### config.mk
export PLATFORM = sky130hd
export DESIGN_NAME = alu_issue_sequencer
export DESIGN_NICKNAME = d
export VERILOG_FILES = /design/src/rtl/alu_issue_sequencer.sv
export SDC_FILE = /design/constraint.sdc
export NUM_CORES = 1
export LEC_CHECK = 0
export ABC_AREA = 1
export ABC_CLOCK_PERIOD_IN_PS = 2900
export CORE_AREA = 2 2 137 139
export CTS_CLUSTER_SIZE = 10
export DETAILED_ROUTE_END_ITERATION = 16
export DIE_AREA = 0 0 139 141
export PLACE_DENSITY = 0.68
export SKIP_LAST_GASP = 1
export SLEW_MARGIN = 20
export SYNTH_ARGS = -nofsm -noshare
export SYNTH_HDL_FRONTEND = slang
export SYNTH_SLANG_ARGS = --single-unit
### constraint.sdc
create_clock -name clock -period 2.9 [get_ports clock]
set_clock_uncertainty 0.1 [all_clocks]
set_input_delay 0.58 -clock clock [delete_from_list [all_inputs] [get_ports clock]]
set_output_delay 0.58 -clock clock [all_outputs]
set_load 0.01 [all_outputs]
### src/rtl/alu_issue_sequencer.sv
// Round-robin issue sequencer for the shared combinational ALU: registers operands,
// waits a per-opcode settle window, captures the 64-bit result into zhi/zlo, then responds.
module alu_issue_sequencer #(
  parameter int unsigned MUL_CYCLES = 4,
  parameter int unsigned DIV_CYCLES = 8
) (
  input  logic        clock,
  input  logic        clear_n,
  input  logic        req0_valid,
  output logic        req0_ready,
  input  logic [4:0]  req0_opcode,
  input  logic [31:0] req0_a,
  input  logic [31:0] req0_b,
  input  logic        req1_valid,
  output logic        req1_ready,
  input  logic [4:0]  req1_opcode,
  input  logic [31:0] req1_a,
  input  logic [31:0] req1_b,
  output logic [31:0] alu_a,
  output logic [31:0] alu_b,
  output logic [4:0]  alu_opcode,
  output logic        alu_add,
  input  logic [63:0] alu_result,
  output logic [31:0] zhi,
  output logic [31:0] zlo,
  output logic        done_valid,
  input  logic        done_ready,
  output logic        done_id,
  output logic        done_err,
  output logic        busy,
  output logic [1:0]  dbg_state
);

  // Handshakes: a transfer happens on a rising edge where valid && ready are both high.
  // Requesters hold valid and payload until accepted; the response holds until done_ready.

  typedef enum logic [1:0] {
    S_IDLE = 2'd0,
    S_EXEC = 2'd1,
    S_RESP = 2'd2
  } state_t;

  localparam logic [4:0] OP_MUL = 5'b01111;
  localparam logic [4:0] OP_DIV = 5'b10000;
  localparam logic [3:0] MUL_LAST = 4'(MUL_CYCLES - 1);
  localparam logic [3:0] DIV_LAST = 4'(DIV_CYCLES - 1);

  state_t      r_state;
  state_t      w_next_state;
  logic [3:0]  r_cnt;
  logic        r_last_grant;
  logic [31:0] r_a;
  logic [31:0] r_b;
  logic [4:0]  r_opcode;
  logic [31:0] r_zhi;
  logic [31:0] r_zlo;
  logic        r_id;
  logic        r_err;

  logic        w_grant0;
  logic        w_grant1;
  logic        w_accept;
  logic [4:0]  w_sel_opcode;
  logic [31:0] w_sel_a;
  logic [31:0] w_sel_b;
  logic [3:0]  w_sel_last;
  logic        w_sel_legal;

  // The port that did not win last time has priority when both are valid.
  always_comb begin
    w_grant0 = 1'b0;
    w_grant1 = 1'b0;
    if (clear_n && (r_state == S_IDLE)) begin
      w_grant0 = req0_valid && (!req1_valid || r_last_grant);
      w_grant1 = req1_valid && (!req0_valid || !r_last_grant);
    end
  end

  assign w_accept     = w_grant0 || w_grant1;
  assign w_sel_opcode = w_grant1 ? req1_opcode : req0_opcode;
  assign w_sel_a      = w_grant1 ? req1_a : req0_a;
  assign w_sel_b      = w_grant1 ? req1_b : req0_b;
  assign w_sel_legal  = (w_sel_opcode >= 5'b00011) && (w_sel_opcode <= 5'b10010);

  always_comb begin
    w_sel_last = 4'd0;
    if (w_sel_opcode == OP_MUL) begin
      w_sel_last = MUL_LAST;
    end else if (w_sel_opcode == OP_DIV) begin
      w_sel_last = DIV_LAST;
    end
  end

  always_comb begin
    w_next_state = r_state;
    case (r_state)
      S_IDLE: if (w_accept) w_next_state = S_EXEC;
      S_EXEC: if (r_cnt == 4'd0) w_next_state = S_RESP;
      S_RESP: if (done_ready) w_next_state = S_IDLE;
      default: w_next_state = S_IDLE;
    endcase
  end

  always_ff @(posedge clock) begin
    if (!clear_n) begin
      r_state      <= S_IDLE;
      r_cnt        <= 4'd0;
      r_last_grant <= 1'b1;
      r_a          <= 32'd0;
      r_b          <= 32'd0;
      r_opcode     <= 5'd0;
      r_zhi        <= 32'd0;
      r_zlo        <= 32'd0;
      r_id         <= 1'b0;
      r_err        <= 1'b0;
    end else begin
      r_state <= w_next_state;
      if (w_accept) begin
        r_a          <= w_sel_a;
        r_b          <= w_sel_b;
        r_opcode     <= w_sel_opcode;
        r_id         <= w_grant1;
        r_last_grant <= w_grant1;
        r_err        <= !w_sel_legal;
        r_cnt        <= w_sel_last;
      end
      if (r_state == S_EXEC) begin
        if (r_cnt == 4'd0) begin
          // An illegal opcode produces a zero result regardless of what the ALU drives.
          r_zhi <= r_err ? 32'd0 : alu_result[63:32];
          r_zlo <= r_err ? 32'd0 : alu_result[31:0];
        end else begin
          r_cnt <= r_cnt - 4'd1;
        end
      end
    end
  end

  assign req0_ready = w_grant0;
  assign req1_ready = w_grant1;
  assign alu_a      = r_a;
  assign alu_b      = r_b;
  assign alu_opcode = r_opcode;
  assign alu_add    = 1'b0;
  assign zhi        = r_zhi;
  assign zlo        = r_zlo;
  assign done_valid = (r_state == S_RESP);
  assign done_id    = r_id;
  assign done_err   = r_err;
  assign busy       = (r_state != S_IDLE);
  assign dbg_state  = r_state;

endmodule

==> impl_metrics.py <==
metrics = {
    "die": {
        "initial_core_util": 0.318,
        "die_h_um": 141,
        "die_w_um": 139,
        "pin_count": 349,
        "dieArea_um2": 19600,
        "core.rowCount": 50,
        "core_um2": 18300,
    },
    "cts": {
        "clock_sink_count": 142,
        "cts_max_path_buffers": 2,
        "clkTransAtPathRegs_ns": 0.05,
        "clockRootBuffer": "clkbuf_16",
        "cts-resized-gates": 0,
        "cts_tree": "done",
        "clock_latency_ns": 0.41,
        "cts_buffers": 17,
        "cts_setup_buffers": 0,
        "postCtsHoldBufs": 0,
        "h-tree-depth": 4,
    },
    "yosys": {
        "synth_compound_area_frac": 0.199,
        "synth_top_area_frac": 0.489,
        "synth_top_family_by_area": "simple AND/OR/NAND/NOR gates",
        "synth_cells": 789,
        "yosysTopAreaCell": "dfxtp_1",
        "syn_area_um2": 5810,
        "synthMuxAreaShare": 0,
        "synthSimpleGateAreaFrac": 0.231,
        "ys_seq_area_frac": 0.489,
        "syn_avg_cell_area_um2": 7.36,
        "yosys.cell_types.count": 21,
        "synth_xor_area_frac": 0.00151,
        "synth-warning-count": 0,
        "synth_nets": 997,
        "synthAdderAreaFrac": 0.00215,
        "synth_seq_cells": 142,
        "synth_area_leaders": "dfxtp_1 (49%), nand2_1 (15%), a31oi_1 (6.9%)",
    },
    "route": {
        "vias": 6453,
        "drt-pass1-iter-count": 6,
        "drc": 0,
        "highest_layer": "met4",
        "drtAntennaViolNets": 0,
        "routed_via_density": 4.79,
        "drt_iter0_markers": 411,
        "dr_wl_met3_mm": 1.57,
        "wl_met1_mm": 8.49,
        "wl_per_cell_um": 15.1,
        "wl_met2_mm": 9.81,
        "wl_mm": 20.3,
    },
    "timing": {
        "setup_violations": 0,
        "fin_crit_sh": 0.903,
        "fin_tns_setup_ns": 0,
        "min_period_ns": 2.62,
        "fin_ws_ns": 0.280,
        "drv_slew": 0,
        "relSlewSlack": 0.502,
        "worstMarginPinSlew_ns": 0.747,
        "rsz0062_at_grt": "no",
        "max_freq_ghz": 0.382,
        "hold_viol_final": 0,
    },
    "flow_run": {
        "cap_violations": 0,
    },
    "placed_design": {
        "port_buffers": 347,
        "place_area_um2": 9420,
        "place_hpwl_mm": 14.1,
        "gp_congestion": 0.857,
        "post-place-ws_ns": 0.254,
    },
    "worst_setup_path": {
        "reg2regPathDepth": 10,
        "critPathKind": "input pin to output port",
        "cp_max_fo": 4,
        "r2r-end": "r_cnt[1]",
        "rr_startpoint": "dbg_state[1]",
        "cp-start-kind": "input pin",
        "cp_data_arrival_time_ns": 1.94,
        "worstPathRequired_ns": 2.22,
        "r2r_setup_slack_ns": 0.94,
        "cp-end-kind": "output port",
    },
    "power": {
        "ir_worst_vdd_v": 0.000375,
        "power_frac_comb": 0.218,
        "total_power_mw": 5.78,
        "p_seq_frac": 0.382,
        "switching_share": 0.264,
        "p_int_mw": 4.26,
        "clkPwrFrac": 0.399,
        "p_leak_nw": 3.82,
        "switchingPower_mw": 1.52,
        "power.density_nw_per_um2": 576,
    },
    "min_path": {
        "hold_depth": 2,
        "whs_endpoint": "zhi[25]",
        "hold_class": "flip-flop to flip-flop",
        "min-delay-start": "zhi[25]",
    },
    "status": {
        "status": "completed",
    },
    "grt": {
        "overflow": 0,
        "antenna_found_initial": 1,
        "gr-usage-all-layers": 0.205,
        "grt_max_degree": 90,
        "grt_pass1_vias": 6119,
        "grt_first_pass_wirelength_mm": 32.5,
    },
    "final_layout": {
        "fin_area_um2": 10000,
        "layout.nets": 1307,
        "drive_above_1_share": 0.0477,
        "area_growth_pct": 72.8,
    },
}
## worst max path at each step
| stage | cells past startpoint | slack (ns) | end | startpoint |
|---|---|---|---|---|
| floorplan | 5 | 1.00 | req1_ready | req0_valid |
| global placement | 4 | 0.28 | req0_ready | req0_valid |
| detailed placement | 4 | 0.25 | req0_ready | req0_valid |
| CTS | 4 | 0.25 | req0_ready | req0_valid |
| global route | 4 | 0.15 | req0_ready | req0_valid |
| finish | 4 | 0.28 | req1_ready | req1_valid |
## per-stage QoR
stage,hold WS [ns],instances,util
floorplan,0.344,789,-
global placement,0.351,1314,0.516
detailed placement,0.355,1314,0.516
CTS,0.364,1346,0.549
global route,0.376,1347,0.550
finish,0.361,1347,0.550
## flip-flops by register name, summed over array words and instances (netlist names)
name	cells
done_id	1
zlo	32
zhi	32
alu_opcode	5
alu_b	32
dbg_state	2
done_err	1
alu_a	32
r_cnt	4
r_last_grant	1
## cells by family (layout without fill, tap and decap cells)
| group | count (synthesis) | in the layout |
|---|---|---|
| buffers and inverters | 98 | 421 |
| DFF | 142 | 142 |
| AOI/OAI and AO/OA | 215 | 215 |
| other | 1 | 2 |
| xor gates and xnor gates | 1 | 1 |
| and+or+nand+nor | 331 | 331 |
| adders and majority gates | 1 | 1 |
## worst max-delay path, stage by stage
cell and delay (ns):
clkdlybuf4s50_1 0.48, nand2_1 0.15, nor2_4 0.18, clkdlybuf4s50_1 0.56
## cells in the final DEF, fill, tap and decap left out, drive strengths merged
master / count
diode: 1
a21oi: 72
inv: 35
dfxtp: 142
nand3: 73
buf: 11
nand2: 239
o21bai: 1
conb: 1
ha: 1
nor2: 19
clkbuf: 18
clkinvlp: 1
clkdlybuf4s50: 346
bufinv: 4
xnor2: 1
o21ai: 78
a31oi: 64
clkinv: 6
## power by group through the flow
stage                     Sequential (mW)  Combinational [mW]  Clock, mW
final                                2.21                1.26       2.31
after global routing                 2.23                1.38       2.46
after CTS                            2.21                1.27       2.36
after detailed placement             2.25                1.27          0
after global placement               2.25                1.26          0
after floorplan                      2.32               0.446          0
## cell type report
| class | count | area (µm²) |
|---|---|---|
| clock inverter | 14 | 188 |
| clock buffer | 18 | 429 |
| inverter | 32 | 120 |
| fill | 1698 | 8230 |
| antenna | 1 | 2.50 |
| multi-input combinational | 549 | 2540 |
| sequential | 142 | 2840 |
| timing repair buffer | 357 | 3620 |
| tap | 234 | 293 |
## synth_stat cells, drive strengths merged
cell	count
nand2	239
o21ai	78
ha	1
conb	1
o21bai	1
xnor2	1
dfxtp	142
nand3	73
a21oi	72
nor2	19
a31oi	64
buf	39
clkbuf	27
inv	32
## metal layers
metal,GRT usage,up-vias
met5,0,-
met4,0.0665,0
met3,0.0707,31
met2,0.344,253
met1,0.248,2898
li1,-,3271
Note: power is estimated with default switching activity, not from simulation.
